## config.mk

```make
export PLATFORM = sky130hd
export DESIGN_NAME = adc_responder
export DESIGN_NICKNAME = d
export VERILOG_FILES = /design/src/rtl/adc_responder.sv
export SDC_FILE = /design/constraint.sdc
export NUM_CORES = 1
export LEC_CHECK = 0
export ABC_CLOCK_PERIOD_IN_PS = 5200
export CAP_MARGIN = 30
export CORE_MARGIN = 1.5
export CORE_UTILIZATION = 40
export DETAILED_ROUTE_END_ITERATION = 8
export PLACE_DENSITY_LB_ADDON = 0.05
export SLEW_MARGIN = 25
export SYNTH_ARGS = -nofsm -noshare
export SYNTH_HDL_FRONTEND = slang
export SYNTH_SLANG_ARGS = --single-unit
```

## constraint.sdc

```tcl
create_clock -name clk -period 5.2 [get_ports clk]
set_clock_uncertainty 0.1 [all_clocks]
set_input_delay 1.56 -clock clk [delete_from_list [all_inputs] [get_ports clk]]
set_output_delay 1.56 -clock clk [all_outputs]
set_load 0.05 [all_outputs]
```

## src/rtl/adc_responder.sv

```systemverilog
// adc_responder: responder end of a 3-channel 16-bit byte-serial CCD ADC link.
// Serves held RGB pixels byte-by-byte on DATA as the sampler toggles ADCCLK.
// Ports:
//   clk, reset (sync, active-low)
//   pix_valid/pix_ready, red_in/green_in/blue_in : pixel source handshake
//   clr_err                                       : clears sticky flags
//   CDSCLK1, CDSCLK2, ADCCLK                      : interface pins from sampler
//   DATA, conv_done, underrun, proto_err          : byte output and status
module adc_responder #(
  parameter int          SYNC_STAGES = 1,
  parameter logic [15:0] FILL_WORD   = 16'hDEAD,
  parameter logic [7:0]  IDLE_BYTE   = 8'h00
) (
  input  logic        clk,
  input  logic        reset,
  input  logic        pix_valid,
  output logic        pix_ready,
  input  logic [15:0] red_in,
  input  logic [15:0] green_in,
  input  logic [15:0] blue_in,
  input  logic        clr_err,
  input  logic        CDSCLK1,
  input  logic        CDSCLK2,
  input  logic        ADCCLK,
  output logic [7:0]  DATA,
  output logic        conv_done,
  output logic        underrun,
  output logic        proto_err
);

  localparam int LAST = SYNC_STAGES - 1;

  typedef enum logic [1:0] {
    IDLE,
    ACQUIRE,
    READOUT
  } state_e;

  state_e state_q, state_d;

  // {CDSCLK1, CDSCLK2, ADCCLK}
  logic [2:0]  sync_q [SYNC_STAGES];
  logic [1:0]  prev_q;

  logic [47:0] hold_q, hold_d;
  logic        full_q, full_d;
  logic [47:0] shift_q, shift_d;
  logic [2:0]  k_q, k_d;
  logic [7:0]  data_q, data_d;
  logic        done_q, done_d;
  logic        under_q, under_d;
  logic        proto_q, proto_d;

  logic        cds1_lvl;
  logic        cds2_rise, cds2_fall, adc_edge;
  logic        take;
  logic [47:0] load_val;
  logic        under_set, proto_set;

  function automatic logic [7:0] pick(input logic [47:0] w,
                                      input logic [2:0]  k);
    case (k)
      3'd0:    pick = w[47:40];
      3'd1:    pick = w[39:32];
      3'd2:    pick = w[31:24];
      3'd3:    pick = w[23:16];
      3'd4:    pick = w[15:8];
      default: pick = w[7:0];
    endcase
  endfunction

  always_ff @(posedge clk) begin
    if (!reset) begin
      for (int i = 0; i < SYNC_STAGES; i++) sync_q[i] <= '0;
      prev_q <= '0;
    end else begin
      sync_q[0] <= {CDSCLK1, CDSCLK2, ADCCLK};
      for (int i = 1; i < SYNC_STAGES; i++) sync_q[i] <= sync_q[i-1];
      prev_q <= sync_q[LAST][1:0];
    end
  end

  assign cds1_lvl  = sync_q[LAST][2];
  assign cds2_rise = sync_q[LAST][1] & ~prev_q[1];
  assign cds2_fall = ~sync_q[LAST][1] & prev_q[1];
  assign adc_edge  = sync_q[LAST][0] ^ prev_q[0];

  assign take     = pix_valid & ~full_q;
  assign load_val = full_q ? hold_q : {3{FILL_WORD}};

  // state register
  always_ff @(posedge clk) begin
    if (!reset) state_q <= IDLE;
    else        state_q <= state_d;
  end

  // next state
  always_comb begin
    state_d = state_q;
    unique case (state_q)
      IDLE:    if (cds2_rise) state_d = ACQUIRE;
      ACQUIRE: if (cds2_fall) state_d = READOUT;
      READOUT: begin
        if (cds2_rise)                    state_d = ACQUIRE;
        else if (adc_edge && k_q == 3'd5) state_d = IDLE;
      end
      default: state_d = IDLE;
    endcase
  end

  // datapath and outputs
  always_comb begin
    hold_d    = hold_q;
    full_d    = full_q;
    shift_d   = shift_q;
    k_d       = k_q;
    data_d    = data_q;
    done_d    = 1'b0;
    under_set = 1'b0;
    proto_set = cds1_lvl;
    if (take) begin
      hold_d = {red_in, green_in, blue_in};
      full_d = 1'b1;
    end
    unique case (state_q)
      IDLE: begin
        k_d = 3'd0;
        if (adc_edge) proto_set = 1'b1;
        if (adc_edge || cds2_rise) data_d = IDLE_BYTE;
      end
      ACQUIRE: begin
        if (cds2_fall) begin
          shift_d = load_val;
          if (full_q) full_d = 1'b0;
          else        under_set = 1'b1;
          // same-cycle ADCCLK edge reads byte 0 from the value being loaded
          if (adc_edge) begin
            data_d = pick(load_val, 3'd0);
            k_d    = 3'd1;
          end else begin
            k_d    = 3'd0;
          end
        end else if (adc_edge) begin
          proto_set = 1'b1;
        end
      end
      READOUT: begin
        if (cds2_rise) begin
          proto_set = 1'b1;
          data_d    = IDLE_BYTE;
          k_d       = 3'd0;
        end else if (adc_edge) begin
          data_d = pick(shift_q, k_q);
          if (k_q == 3'd5) begin
            done_d = 1'b1;
            k_d    = 3'd0;
          end else begin
            k_d    = k_q + 3'd1;
          end
        end
      end
      default: ;
    endcase
    under_d = under_set | (under_q & ~clr_err);
    proto_d = proto_set | (proto_q & ~clr_err);
  end

  always_ff @(posedge clk) begin
    if (!reset) begin
      hold_q  <= '0;
      full_q  <= 1'b0;
      shift_q <= '0;
      k_q     <= '0;
      data_q  <= IDLE_BYTE;
      done_q  <= 1'b0;
      under_q <= 1'b0;
      proto_q <= 1'b0;
    end else begin
      hold_q  <= hold_d;
      full_q  <= full_d;
      shift_q <= shift_d;
      k_q     <= k_d;
      data_q  <= data_d;
      done_q  <= done_d;
      under_q <= under_d;
      proto_q <= proto_d;
    end
  end

  assign pix_ready = ~full_q;
  assign DATA      = data_q;
  assign conv_done = done_q;
  assign underrun  = under_q;
  assign proto_err = proto_q;

endmodule

```

Yosys cells after proc, flatten, opt, wreduce, memory -nomap -nowiden
Memory sizes are Yosys's and may differ from the RTL's.
Index checks and enable logic that the tools add are counted.
{"block": "classes", "add_sub_neg": 1, "n_eq_ne": 13, "n_mux": 35, "bitwise": 15, "n_reduce_logical": 11}
{"cell": "48-bit 2-to-1 mux", "count": 1}
{"cell": "8-bit 2-to-1 mux", "count": 5}
{"cell": "8-bit case mux with 5 select lines", "count": 1}
{"cell": "8-bit case mux with 3 select lines", "count": 1}
{"cell": "1-bit 2-to-1 mux", "count": 15}
{"cell": "3-bit 2-to-1 mux", "count": 5}
{"cell": "3-bit case mux with 3 select lines", "count": 1}
{"cell": "2-bit 2-to-1 mux", "count": 4}
{"cell": "2-bit inequality test (second input constant)", "count": 4}
{"cell": "1-bit NOT", "count": 7}
{"cell": "3-bit by 2-bit == test with 1-bit output (second input constant)", "count": 2}
{"cell": "3-bit == test (second input constant)", "count": 2}
{"cell": "3-bit inequality test (second input constant)", "count": 2}
{"cell": "2-bit case mux with 3 select lines", "count": 1}
{"cell": "3-bit AND reduction", "count": 2}
{"cell": "1-bit bitwise AND", "count": 5}
{"cell": "5-bit AND reduction", "count": 1}
{"cell": "4-bit OR reduction", "count": 1}
{"cell": "3-bit by 1-bit adder with 3-bit output (second input constant)", "count": 1}
{"cell": "3-bit by 1-bit == test with 1-bit output (second input constant)", "count": 1}
{"cell": "3-bit logical NOT", "count": 1}
{"cell": "1-bit case mux with 3 select lines", "count": 1}
{"cell": "3-bit nonzero test", "count": 1}
{"cell": "3-bit OR reduction", "count": 1}
{"cell": "other kinds (8)", "count": 9}
{"block": "totals", "regBits": 115, "ram_bits": 3, "in_bits": 55, "output_inout_bits": 12, "wordCells": 86, "memories": 1}
{"memory": "sync_q", "depth": 1, "width": 3, "read_ports": 1, "rd_ports_with_merged_regs": 0, "write_ports": 1, "line_no": "42", "text": "logic [2:0] sync_q [SYNC_STAGES];"}

Longest topological paths before layout
Gate-level depths: netlist of run 1.
{"block": "logic_depth", "word_depth": 6, "ltp_mapped": 9, "depth_no_buf": 7}

Worst setup path after synthesis of run 1
No wires, ideal clock.
{"block": "synth_timing", "path_type": "register to output", "start": "register full_q", "end": "output port pix_ready", "arrival_ps": 1037, "required_time_ps": 3540, "path_slack_ps": 2503, "stages_incl_launch_ff": 3, "n_path_buf": 1, "cell_sequence": "dfxtp_1 > inv_1 > clkbuf_1"}
{"block": "synth_via", "elab_chain_cells": 1}
{"element": "start, declared", "line_no": "46", "text": "logic full_q, full_d;"}
{"element": "start signal, assigned", "line_no": "180", "text": "full_q <= full_d;"}
{"element": "1-bit NOT", "line_no": "190", "text": "assign pix_ready = ~full_q;"}
{"element": "end, declared", "line_no": "17", "text": "output logic pix_ready,"}
No other way between the ends.

Worst setup path after layout of run 1
Ends and elaborated chain as after synthesis.

==> impl_metrics.yaml, run 1 <==
yosys:
  yosysSeqAreaShare_pct: 46.71
  yosysWarnings: 0
  ys_ff_latch: 118
  ys.flop_type: "dfxtp_1"
  synthArstFlopShare_pct: 0
  syn_avg_cell_area_um2: 8.373
  synth_area_um2: 5057
  synth_edf_count: 0
  yosysUniqueCellTypes: 50
  syn-instance-count: 604
  syn_nets: 664
sta:
  rsz0062_at_grt: "false"
  hold_viol_final: 0
  drv_slew: 0
  slew_headroom_pct: 39.35
  setup_tns_ns: 0
  setup_viol: 0
  min_period_ns: 3.850
  worst_pin_slew_ns: 0.9078
  fmax_mhz: 259.7
  post-route-period-util_pct: 74.04
pwr:
  power_frac_seq_pct: 41.3
  leakage_nw: 2.334
  power_mw: 2.395
  p_sw_mw: 0.6265
  combPwrFrac_pct: 15.2
  pwr-share-clk_pct: 43.5
  p_sw_share_pct: 26.16
  max-vdd-ir-drop_mv: 0.1836
  power_density_nw_per_um2: 377.9
  internal_power_mw: 1.768
detailed_routing:
  wl_mm: 12.31
  drt-wirelength-per-cell_um: 14.88
  vias: 4216
  drc: 0
  drtPass1Iterations: 4
  vias_per_cell: 5.098
  ant_nets: 0
  drt-initial-drc-count: 256
clocking:
  clk_pin_slew_ns: 0.05
  clkSinkCount: 118
  cts.path.max_buffers: 2
  post_cts_buffers: 0
  insertion_delay_ns: 0.41
  cts_max_level: 4
  clock-root-buffer: "clkbuf_16"
  tritoncts: "built"
  cts_made_buffers: 17
  ctsResizeCount: 0
  holdBufCountCts: 0
grt:
  grt.total_usage_pct: 19.49
  grt_pass1_vias: 3979
  antenna_found_initial: 0
  grt-ovfl-total: 0
  grt_max_degree: 63
  grt_first_pass_wirelength_mm: 19.95
critical_path:
  reg2reg_slack_ns: 2.37
  criticalPathCategory: "reg -> out"
  arrival_ns: 2.19
  crit_buf_inv: 4
  crit_path_end: "pix_ready"
  crit_family: "buffers and inverters"
  worstSetupPathDepth: 4
  r2r_end: "DATA[2]"
  startpoint: "full_q"
  startpoint_type: "flip-flop"
  path_cells: "buf_4 > inv_1 > buf_4 > clkdlybuf4s50_1"
  cpMaxStageDelayCell: "clkdlybuf4s50_1"
  crit_required_ns: 3.54
  cpPeakStageDelay_ns: 0.87
  end_kind: "primary output"
  r2r-start: "k_q[0]"
  worst-path-max-fanout: 34
  r2r_cells: 5
  crit_path_frequent_cell: "buf_4"
final_layout:
  layout_commonest_cell: "nand2_1"
  syn_to_final_growth_pct: 25.28
  mostFrequentLayoutCells: "nand2_1, dfxtp_1, a21boi_0"
  nNetsFinal: 708
  layout-drive-gt1-share_pct: 6.222
  diodes: 0
placement:
  portBuffers: 66
  dp_hpwl_mm: 8.118
  gp_congestion: 0.8153
floorplan:
  die_x_um: 115.4
  core.rowCount: 40
  start_util_pct: 41.58
  ios: 67
  core-area_um2: 12160
  fp.dieH_um: 115.4
  die-area_um2: 13330
run:
  max-cap-violations: 0
status:
  status: "finished clean"
hold_path:
  hold_path_depth: 2
  hold_path_class: "reg -> reg"
cells by family after synthesis:
kind of cell | share of synthesized area (%)
AND/OR/NAND/NOR | 19.87
AO/OA/AOI/OAI | 25.95
flip-flops | 46.71
buffers and inverters | 4.107
multiplexers | 1.633
adder cells (fa/ha/maj) | 1.237
XOR/XNOR | 0.4949
layer usage:
metal | vias to the layer above | track usage [%] | routed length, um
met1 | 1973 | 27.73 | 6394
met4 | 0 | 7.490 | 208
met3 | 16 | 4.550 | 421
li1 | 2155 | - | -
met5 | - | 0 | 0
met2 | 72 | 28.68 | 5285
power groups by stage:
stage               registers [mW]  logic, mW  clock network, mW
floorplan                     1.01      0.239                  0
global placement              1.00      0.357                  0
detailed placement            1.01      0.360                  0
CTS                          0.989      0.362               1.06
global route                 0.994      0.404               1.11
finish                       0.989      0.364               1.04
flip-flops by register name (all words and copies together) (netlist names):
| name | cells |
|---|---|
| k_q | 3 |
| DATA | 8 |
| shift_q | 48 |
| underrun | 1 |
| hold_q | 48 |
| full_q | 1 |
| conv_done | 1 |
| proto_err | 1 |
| sync_q | 3 |
| state_q | 2 |
| prev_q | 2 |
how the worst min path moves through the flow:
stage | startpoint | endpoint | slack [ns]
floorplan | shift_q[24] | shift_q[24] | 0.34
global placement | shift_q[26] | shift_q[26] | 0.35
detailed placement | DATA[6] | DATA[6] | 0.36
CTS | hold_q[39] | hold_q[39] | 0.36
global route | DATA[6] | DATA[6] | 0.38
finish | hold_q[39] | hold_q[39] | 0.36
final cells by class:
class,instances,area [um^2]
sequential,118,2362
clock inverter,4,20.02
clock buffer,26,509.2
multi-input combinational,434,2499
inverter,6,22.52
timing repair buffer,71,713.2
tap,168,210.2
fill,1211,5826
through the flow:
stage	setup slack, ns	cells	area (um^2)	util [%]	hold WS, ns
6_report	1.350	827	6336	52.10	0.3583
5_1_grt	1.266	827	6336	52.10	0.3821
4_1_cts	1.333	826	6309	51.87	0.3626
3_5_place_dp	1.590	796	5779	47.52	0.3569
3_3_place_gp	1.631	796	5779	47.52	0.3524
2_1_floorplan	2.503	604	5057	-	0.3365
worst register-to-register path, delay by kind of cell (launching register included):
family                   cells  cell delay, ns
flip-flops                   1            0.82
AO/OA/AOI/OAI                3            1.15
adder cells (fa/ha/maj)      1            0.39
AND/OR/NAND/NOR              1            0.26
cells in the mapped netlist (3+ instances only):
master | count | share of area (%)
nand2_1 | 158 | 12
dfxtp_1 | 118 | 47
a21boi_0 | 90 | 13
clkbuf_1 | 34 | 2.5
o21ai_0 | 30 | 3.0
nor2_1 | 27 | 2.0
nand3_1 | 17 | 1.7
a21oi_1 | 14 | 1.4
and2_1 | 11 | 1.4
buf_2 | 10 | 0.99
o21a_1 | 7 | 1.0
a221o_1 | 6 | 1.2
inv_1 | 6 | 0.45
mux2i_1 | 6 | 1.2
o211ai_1 | 6 | 0.89
a22oi_1 | 5 | 0.74
ha_1 | 5 | 1.2
o211a_1 | 5 | 0.99
nor2b_1 | 4 | 0.49
a21boi_1 | 3 | 0.45
nand2b_1 | 3 | 0.37
nor3b_1 | 3 | 0.45
o21ai_1 | 3 | 0.30
o22ai_1 | 3 | 0.37
(Power assumes the default switching activity.)
==> inputs of run 2 (changes only) <==
--- a/config.mk
+++ b/config.mk
@@ -5,7 +5,7 @@
 export SDC_FILE = /design/constraint.sdc
 export NUM_CORES = 1
 export LEC_CHECK = 0
-export ABC_CLOCK_PERIOD_IN_PS = 5200
+export ABC_CLOCK_PERIOD_IN_PS = 3600
 export CAP_MARGIN = 30
 export CORE_MARGIN = 1.5
 export CORE_UTILIZATION = 40
==> constraint.sdc (replaced) <==
create_clock -name clk -period 3.6 [get_ports clk]
set_clock_uncertainty 0.1 [all_clocks]
set_input_delay 1.08 -clock clk [delete_from_list [all_inputs] [get_ports clk]]
set_output_delay 1.08 -clock clk [all_outputs]
set_load 0.05 [all_outputs]
==> impl_metrics.yaml, run 2 (synthesis results as in run 1) <==
detailed_routing:
  drtPass1Iterations: 4
  drt-initial-drc-count: 215
  ant_nets: 0
  wl_met2_mm: 5.266
  vias: 4162
  wl_mm: 12.24
  vias_per_cell: 4.996
  wl_met1_mm: 6.259
  highest_layer: "met4"
  route.met3.wl_um: 514
  drc: 0
  drt-wirelength-per-cell_um: 14.70
sta:
  hold_viol_final: 0
  setup_viol: 0
  post-route-period-util_pct: 77.24
  worst_pin_slew_ns: 0.9403
  drv_slew: 0
  setup_tns_ns: 0
  rsz0062_at_grt: "false"
  fmax_mhz: 359.6
  min_period_ns: 2.781
  slew_headroom_pct: 37.31
floorplan:
  start_util_pct: 41.58
  ios: 67
  fp.dieH_um: 115.4
  core.rowCount: 40
  die_x_um: 115.4
  die-area_um2: 13330
  core-area_um2: 12160
final_layout:
  nNetsFinal: 714
  mostFrequentLayoutCells: "nand2_1, dfxtp_1, a21boi_0"
  layout_commonest_cell: "nand2_1"
  syn_to_final_growth_pct: 26.27
  fillers: 1175
  diodes: 0
  layout-drive-gt1-share_pct: 7.068
clocking:
  clkSinkCount: 118
  cts.path.max_buffers: 2
  clk_pin_slew_ns: 0.05
  insertion_delay_ns: 0.42
  cts_made_buffers: 17
  post_cts_buffers: 0
  cts_max_level: 4
  tritoncts: "built"
  clock-root-buffer: "clkbuf_16"
  ctsResizeCount: 0
  holdBufCountCts: 0
critical_path:
  worst-path-max-fanout: 2
  end_kind: "primary output"
  cpPeakStageDelay_ns: 0.80
  r2r-start: "k_q[1]"
  arrival_ns: 1.60
  cpMaxStageDelayCell: "clkdlybuf4s50_1"
  criticalPathCategory: "reg -> out"
  crit_required_ns: 2.42
  startpoint: "full_q"
  path_cells: "inv_1 > clkdlybuf4s50_1"
  startpoint_type: "flip-flop"
grt:
  grt.total_usage_pct: 19.88
  grt_pass1_vias: 3974
  grt_max_degree: 112
  grt-ovfl-total: 0
  grt_first_pass_wirelength_mm: 20.37
  antenna_found_initial: 0
pwr:
  power_mw: 3.517
  max-vdd-ir-drop_mv: 0.2927
  power_density_nw_per_um2: 550.8
  p_sw_mw: 0.9286
  power_frac_seq_pct: 40.4
  internal_power_mw: 2.589
  p_sw_share_pct: 26.40
  leakage_nw: 2.355
  pwr-share-clk_pct: 44.4
  combPwrFrac_pct: 15.2
placement:
  dp_hpwl_mm: 8.331
  gp_congestion: 0.8562
  portBuffers: 66
run:
  max-cap-violations: 0
hold_path:
  min_from: "hold_q[3]"
  hold_path_class: "reg -> reg"
status:
  status: "finished clean"
run 2: changes by cell type in the layout (fill, tap and decap cells not counted):
cell,delta
and2_1,+1
and2_2,-1
buf_16,-1
buf_4,+6
buf_8,+1
bufinv_16,+1
clkbuf_1,-2
clkbuf_8,-2
clkinv_2,-1
clkinv_4,+1
clkinvlp_4,+3
nand2_1,+1
nand2_2,-1
run 2: cell type report:
cell class	count	area, um^2	area share (%)
Multi-Input combinational cell	434	2495	39.07
Inverter	6	22.52	0.3527
Tap cell	168	210.2	3.292
Timing Repair Buffer	77	745.7	11.68
Clock buffer	22	474.2	7.426
Sequential cell	118	2362	36.99
Clock inverter	8	76.32	1.195
run 2: power groups by stage:
stage | Clock, mW | Combinational, mW | Sequential (mW)
floorplan | 0 | 0.346 | 1.46
global placement | 0 | 0.526 | 1.45
detailed placement | 0 | 0.531 | 1.45
CTS | 1.60 | 0.535 | 1.42
global route | 1.66 | 0.596 | 1.43
finish | 1.56 | 0.533 | 1.42
run 2: final timing paths:
| check | endpoint | slack, ns | cells past startpoint |
|---|---|---|---|
| min reg2reg | hold_q[3] | 0.36 | 2 |
| min | hold_q[3] | 0.36 | 2 |
| max reg2reg | DATA[2] | 0.96 | 5 |
| max | pix_ready | 0.82 | 2 |
run 2: critical path: cells and delay by family (launching register included):
kind	cells	cell delay, ns
buffers and inverters	2	0.88
flip-flops	1	0.30
run 2: per-layer routing:
layer,vias up,global-route usage (%)
li1,2170,-
met1,1898,27.88
met2,80,29.51
met3,14,4.603
met4,0,8.148
met5,-,0
run 2: per-stage QoR:
step	worst slack (ns)	area [um^2]	util, %	hold slack [ns]	std cells
2_1_floorplan	1.383	5057	-	0.3365	604
3_3_place_gp	0.9347	5821	47.86	0.3554	802
3_5_place_dp	0.9144	5836	47.98	0.3579	803
4_1_cts	0.8101	6386	52.51	0.3649	833
5_1_grt	0.7789	6386	52.51	0.3903	833
6_report	0.8193	6386	52.51	0.3608	833
